`config.mk`:
```
export PLATFORM = sky130hd
export DESIGN_NAME = dec_pack_fifo_flat
export DESIGN_NICKNAME = d
export VERILOG_FILES = /design/src/rtl/dec_pack_pkg.sv /design/src/rtl/dec_pack_fifo_if.sv /design/src/rtl/dec_pack_fifo_mem.sv /design/src/rtl/dec_pack_fifo.sv /design/src/flat_wrapper.sv
export SDC_FILE = /design/constraint.sdc
export NUM_CORES = 1
export LEC_CHECK = 0
export ABC_CLOCK_PERIOD_IN_PS = 11500
export CAP_MARGIN = 5
export CORE_AREA = 2 2 232 234
export CTS_CLUSTER_SIZE = 28
export DETAILED_ROUTE_END_ITERATION = 7
export DIE_AREA = 0 0 234 236
export GPL_ROUTABILITY_DRIVEN = 0
export PLACE_DENSITY = 0.64
export SLEW_MARGIN = 20
export SYNTH_ARGS = -nofsm -noshare
export SYNTH_HDL_FRONTEND = slang
export SYNTH_SLANG_ARGS = --single-unit
```
`constraint.sdc`:
```
create_clock -name clk_data -period 11.5 [get_ports clk_data]
set_input_delay 1.15 -clock clk_data [delete_from_list [all_inputs] [get_ports clk_data]]
set_output_delay 1.15 -clock clk_data [all_outputs]
set_load 0.01 [all_outputs]
```
`src/rtl/dec_pack_pkg.sv`:
```
// dec_pack_pkg: shared widths, sample/word types and the byte-lane insert helper
package dec_pack_pkg;
  localparam int SAMPLE_W = 8;
  localparam int WORD_W = 32;
  localparam int LANES = 4;
  typedef logic [SAMPLE_W-1:0] sample_t;
  typedef logic [WORD_W-1:0] word_t;
  function automatic word_t lane_insert(word_t w, logic [1:0] lane, sample_t s);
    word_t r = w;
    r[lane*SAMPLE_W +: SAMPLE_W] = s;
    return r;
  endfunction
endpackage

```
`src/rtl/dec_pack_fifo_if.sv`:
```
// dec_pack_fifo_if: packed-word valid/ready stream
//   data  : head word, valid : data holds a word, ready : consumer accepts
//   master drives data/valid, slave drives ready
interface dec_pack_fifo_if;
  import dec_pack_pkg::*;
  word_t data;
  logic valid;
  logic ready;
  modport master(output data, output valid, input ready);
  modport slave(input data, input valid, output ready);
endinterface

```
`src/rtl/dec_pack_fifo_mem.sv`:
```
// dec_pack_fifo_mem: DEPTH x 32 register array, registered write, combinational read
//   clk_data : clock, we/wa/wd : write port, ra/rd : read port
module dec_pack_fifo_mem
  import dec_pack_pkg::*;
#(
  parameter int DEPTH = 16,
  parameter int AW = 4
) (
  input  logic          clk_data,
  input  logic          we,
  input  logic [AW-1:0] wa,
  input  word_t         wd,
  input  logic [AW-1:0] ra,
  output word_t         rd
);
  word_t mem [DEPTH];
  always_ff @(posedge clk_data)
    if (we) mem[wa] <= wd;
  assign rd = mem[ra];
endmodule

```
`src/rtl/dec_pack_fifo.sv`:
```
// dec_pack_fifo: packs four 8-bit samples little-endian into 32-bit words and buffers them in a show-ahead FIFO
//   clk_data, rst_n (async, active-low) : clock and reset
//   vd_i/data_i : sample strobe and sample, clear_i : sync clear of packer, FIFO and ovf_o
//   flush_i : push partial word, only when DEC_PACK_FLUSH_EN is defined
//   dout : word stream (master), level_o : stored words, ovf_o : sticky overflow
module dec_pack_fifo
  import dec_pack_pkg::*;
#(
  parameter int DEPTH = 16,
  parameter int AW = 4,
  parameter int BYTES_W = 4
) (
  input  logic                   clk_data,
  input  logic                   rst_n,
  input  logic                   vd_i,
  input  sample_t                data_i,
  input  logic                   clear_i,
  input  logic                   flush_i,
  dec_pack_fifo_if.master        dout,
  output logic [AW:0]            level_o,
  output logic                   ovf_o
);
  logic [$clog2(BYTES_W)-1:0] byte_cnt;
  word_t pack, cur, rd;
  logic [AW-1:0] wr_ptr, rd_ptr, ra;
  logic [AW:0] rem;
  logic fl, push, pop, acc;
  assign pop = dout.valid && dout.ready;
  assign cur = vd_i ? lane_insert(pack, byte_cnt, data_i) : pack;
`ifdef DEC_PACK_FLUSH_EN
  assign fl = flush_i && (vd_i || byte_cnt != '0);
`else
  logic unused_flush;
  assign unused_flush = flush_i;
  assign fl = 1'b0;
`endif
  assign push = (vd_i && byte_cnt == 2'(BYTES_W - 1)) || fl;
  // a full FIFO still accepts when the head leaves at the same edge
  assign acc = push && (level_o != (AW+1)'(DEPTH) || pop);
  assign ra = rd_ptr + AW'(pop);
  // words already stored minus any leaving now; this-edge pushes show up one edge later
  assign rem = level_o - (AW+1)'(pop);
  dec_pack_fifo_mem #(.DEPTH(DEPTH), .AW(AW)) u_mem (
    .clk_data(clk_data),
    .we(acc && !clear_i),
    .wa(wr_ptr),
    .wd(cur),
    .ra(ra),
    .rd(rd)
  );
  always_ff @(posedge clk_data or negedge rst_n) begin
    if (!rst_n) begin
      byte_cnt <= '0;
      pack <= '0;
      wr_ptr <= '0;
      rd_ptr <= '0;
      level_o <= '0;
      ovf_o <= 1'b0;
      dout.valid <= 1'b0;
      dout.data <= '0;
    end else if (clear_i) begin
      byte_cnt <= '0;
      pack <= '0;
      wr_ptr <= '0;
      rd_ptr <= '0;
      level_o <= '0;
      ovf_o <= 1'b0;
      dout.valid <= 1'b0;
    end else begin
      if (push) begin
        pack <= '0;
        byte_cnt <= '0;
      end else if (vd_i) begin
        pack <= cur;
        byte_cnt <= byte_cnt + 1'b1;
      end
      if (acc) wr_ptr <= wr_ptr + 1'b1;
      rd_ptr <= ra;
      level_o <= level_o + (AW+1)'(acc) - (AW+1)'(pop);
      if (push && !acc) ovf_o <= 1'b1;
      dout.valid <= rem != '0;
      if (rem != '0) dout.data <= rd;
    end
  end
endmodule

```
`src/flat_wrapper.sv`:
```
// flat-port wrapper written by rule: the top's interface ports become plain ports
module dec_pack_fifo_flat import dec_pack_pkg::*;
#(
  parameter int DEPTH = 16,
  parameter int AW = 4,
  parameter int BYTES_W = 4
)
  (clk_data, rst_n, vd_i, data_i, clear_i, flush_i, level_o, ovf_o, dout_data, dout_valid, dout_ready);
  dec_pack_fifo_if dout_i ();
  input  logic clk_data;
  input  logic rst_n;
  input  logic vd_i;
  input  sample_t data_i;
  input  logic clear_i;
  input  logic flush_i;
  output logic [AW:0] level_o;
  output logic ovf_o;
  output wire logic [$bits(dout_i.data)-1:0] dout_data;
  output wire logic [$bits(dout_i.valid)-1:0] dout_valid;
  input wire logic [$bits(dout_i.ready)-1:0] dout_ready;
  assign dout_data = dout_i.data;
  assign dout_valid = dout_i.valid;
  assign dout_i.ready = dout_ready;
  dec_pack_fifo #(.DEPTH(DEPTH), .AW(AW), .BYTES_W(BYTES_W)) u_core (.clk_data(clk_data), .rst_n(rst_n), .vd_i(vd_i), .data_i(data_i), .clear_i(clear_i), .flush_i(flush_i), .dout(dout_i), .level_o(level_o), .ovf_o(ovf_o));
endmodule
```
==> results.yml <==
floorplanning:
  coreArea_sq_um: 53100
  die_w_microns: 234
  die_h_microns: 236
  row_count: 85
  initial_utilization: 0.441
  io_pins: 53
  die_area_sq_um: 55200
clock_tree:
  clk_pin_slew_ns: 0.06
  cts_sinks: 593
  cts_root_buffer: "clkbuf_16"
  ctsResizeCount: 0
  cts_setup_buffers: 0
  clock_latency_ns: 0.61
  clk_path_buf_depth: 3
  cts_buffers: 57
  ctsHoldBuffers: 0
  htree_num_levels: 2
  cts_tree: "done"
setup_path:
  end_kind: "flop"
  critical_path_class: "in -> reg"
  required_ns: 11.95
  start_kind: "input pin"
  path_max_fanout: 47
  worst_ep_arrival_time_ns: 4.79
synth:
  yosysWarningCount: 0
  async_flop_share: 0.137
  synth-edff-count: 512
  synth_area_sq_um: 23400
  synthesis.instances: 1102
  netlist_top_cells_count: "512 x edfxtp_1, 128 x mux4_2, 81 x dfrtp_1"
  synth_top_area_share: 0.657
  synthMostInstantiatedCell: "edfxtp_1"
  synth_area_leaders: "edfxtp_1 66%, mux4_2 12%, dfrtp_1 8.7%"
  yosysUniqueCellTypes: 45
  yosysTopAreaCell: "edfxtp_1"
  syn_nets: 1137
  synth-seq-cells: 593
  avgSynthCellArea_sq_um: 21.2
  ys_seq_area_frac: 0.743
  synth_ff_type: "edfxtp_1"
timing:
  period_minus_slack_ns: 4.34
  slew_violations: 0
  setup_viol: 0
  rsz0062_at_grt: "false"
  relSlewSlack: 0.334
  finalHoldViolations: 0
  setup_tns_ns: 0
  clock_skew_ns: 0.0132
  post-route-period-util: 0.378
  worstMarginPinSlew_ns: 1.00
  maxClockFrequency_ghz: 0.230
global_routing:
  grt_pass1_vias: 11600
  overflow: 0
  gr-usage-all-layers: 0.186
  grt_pass1_wl_mm: 74.7
  grt_start_max_net_pins: 73
  antenna_found_initial: 0
pwr:
  pwr-share-seq: 0.473
  max-vdd-ir-drop_mv: 0.113
  power_leakage_nw: 9.13
  internal-power_mw: 3.86
  p_sw_frac: 0.246
  p_per_area_nw_per_um2: 191
  power_mw: 5.12
  clockPowerShare: 0.368
  p_switching_mw: 1.26
  power_frac_comb: 0.159
placement:
  dp.final_hpwl_mm: 27.1
  io_buffers: 51
layout:
  utilization: 0.504
  fillers: 4194
  diodes: 0
  drive_above_1_share: 0.251
  final_nets: 1221
  syn_to_final_growth_pct: 14.2
routing:
  via_count: 11100
  drt_first_pass_iters: 5
  wl_per_cell_microns: 26.0
  ant_nets: 0
  drc: 0
  drt_first_iter_violations: 978
  drt-vias-per-instance: 5.73
  wirelength_mm: 50.2
min_path:
  min_path_type: "in -> async"
job:
  maxCapViolCount: 0
run_status:
  status: "completed"
## worst max-delay path, stage by stage
cell and delay (ns):
clkdlybuf4s50_1 0.40, nand2_1 0.21, inv_1 0.14, ha_4 0.94, buf_4 0.86, mux4_2 0.64, mux2i_1 0.22, o221ai_2 0.13
## layout by cell type (no fill, tap or decap), types with 3 or more instances in the layout
cell type / synthesis / routed
a21oi_1: 6 / 6
a22o_1: 56 / 56
and2_1: 9 / 9
and4b_1: 4 / 4
buf_4: 17 / 28
bufinv_16: 0 / 7
clkbuf_1: 7 / 8
clkbuf_16: 0 / 58
clkdlybuf4s50_1: 0 / 50
clkinv_1: 0 / 13
clkinv_2: 0 / 14
dfrtp_1: 81 / 81
edfxtp_1: 512 / 512
ha_1: 20 / 18
inv_1: 15 / 15
mux2i_1: 64 / 64
mux4_2: 128 / 128
nand2_1: 41 / 41
nand2b_1: 6 / 6
nor2_1: 31 / 19
nor2_4: 0 / 12
nor2b_1: 3 / 3
nor3_2: 0 / 3
o21a_1: 3 / 3
o221ai_2: 31 / 31
xnor2_1: 6 / 6
## flip-flops by register name, indices dropped and copies added, names as in the netlist
signal and flops:
u_core.byte_cnt 2, u_core.pack 32, u_core.dout.valid 1, u_core.u_mem.mem 512, u_core.dout.data 32, u_core.ovf_o 1, u_core.level_o 5, u_core.wr_ptr 4
u_core.rd_ptr 4
## path summary, 6_finish.rpt
kind | slack (ns) | depth (start not counted) | startpoint | endpoint
setup reg to reg | 7.73 | 7 | u_core.dout.valid | u_core.dout.data[15]
hold reg to reg | 0.49 | 2 | u_core.dout.data[2] | u_core.dout.data[2]
hold / removal | 0.49 | 1 | rst_n | u_core.dout.data[25]
min in group clk_data | 0.49 | 2 | u_core.dout.data[2] | u_core.dout.data[2]
setup / recovery | 7.16 | 8 | dout_ready | u_core.dout.data[15]
max in group asynchronous | 9.75 | 2 | rst_n | u_core.dout.data[15]
## cell families (layout without fill, tap and decap cells)
group | Yosys count | after routing | synth area share
adder cells (fa/ha/maj) | 21 | 21 | 0.0115
multiplexers | 192 | 192 | 0.150
AND/OR/NAND/NOR | 111 | 111 | 0.0239
AO/OA/AOI/OAI | 105 | 105 | 0.0491
flip-flops | 593 | 593 | 0.743
buffers and inverters | 70 | 202 | 0.0172
XOR/XNOR | 10 | 10 | 0.00454
## cell type report
class	count	area, sq um	area share
clock buffers	68	1510	0.0564
clock inverters	39	380	0.0142
inverters	15	56.3	0.00211
multi-input cells	439	5770	0.216
flip-flops and latches	593	17400	0.651
well taps	696	871	0.0326
repair buffers	80	746	0.0279
## power groups by stage
stage / registers [mW] / logic (mW) / clock network, mW
finish: 2.42 / 0.816 / 1.88
global route: 2.43 / 0.896 / 2.00
CTS: 2.42 / 0.839 / 1.92
detailed placement: 2.47 / 0.836 / 0
global placement: 2.47 / 0.832 / 0
floorplan: 2.47 / 0.576 / 0
## per-layer routing
layer	up-vias	routed length (microns)	GRT usage
met5	-	0	0
li1	4718	-	-
met3	81	2370	0.0303
met2	307	24900	0.305
met4	0	1200	0.0493
met1	5961	21700	0.260
## stage by stage
step | hold slack [ns] | instances | setup slack [ns] | cell area [sq um]
after global placement | 0.469 | 1821 | 6.41 | 24800
after global routing | 0.500 | 1930 | 6.83 | 26700
after CTS | 0.484 | 1928 | 7.06 | 26700
after floorplan | 0.454 | 1102 | 6.85 | 23400
after detailed placement | 0.473 | 1821 | 6.40 | 24800
final | 0.488 | 1930 | 7.16 | 26700
No activity file was read; power rests on OpenSTA's default activity.
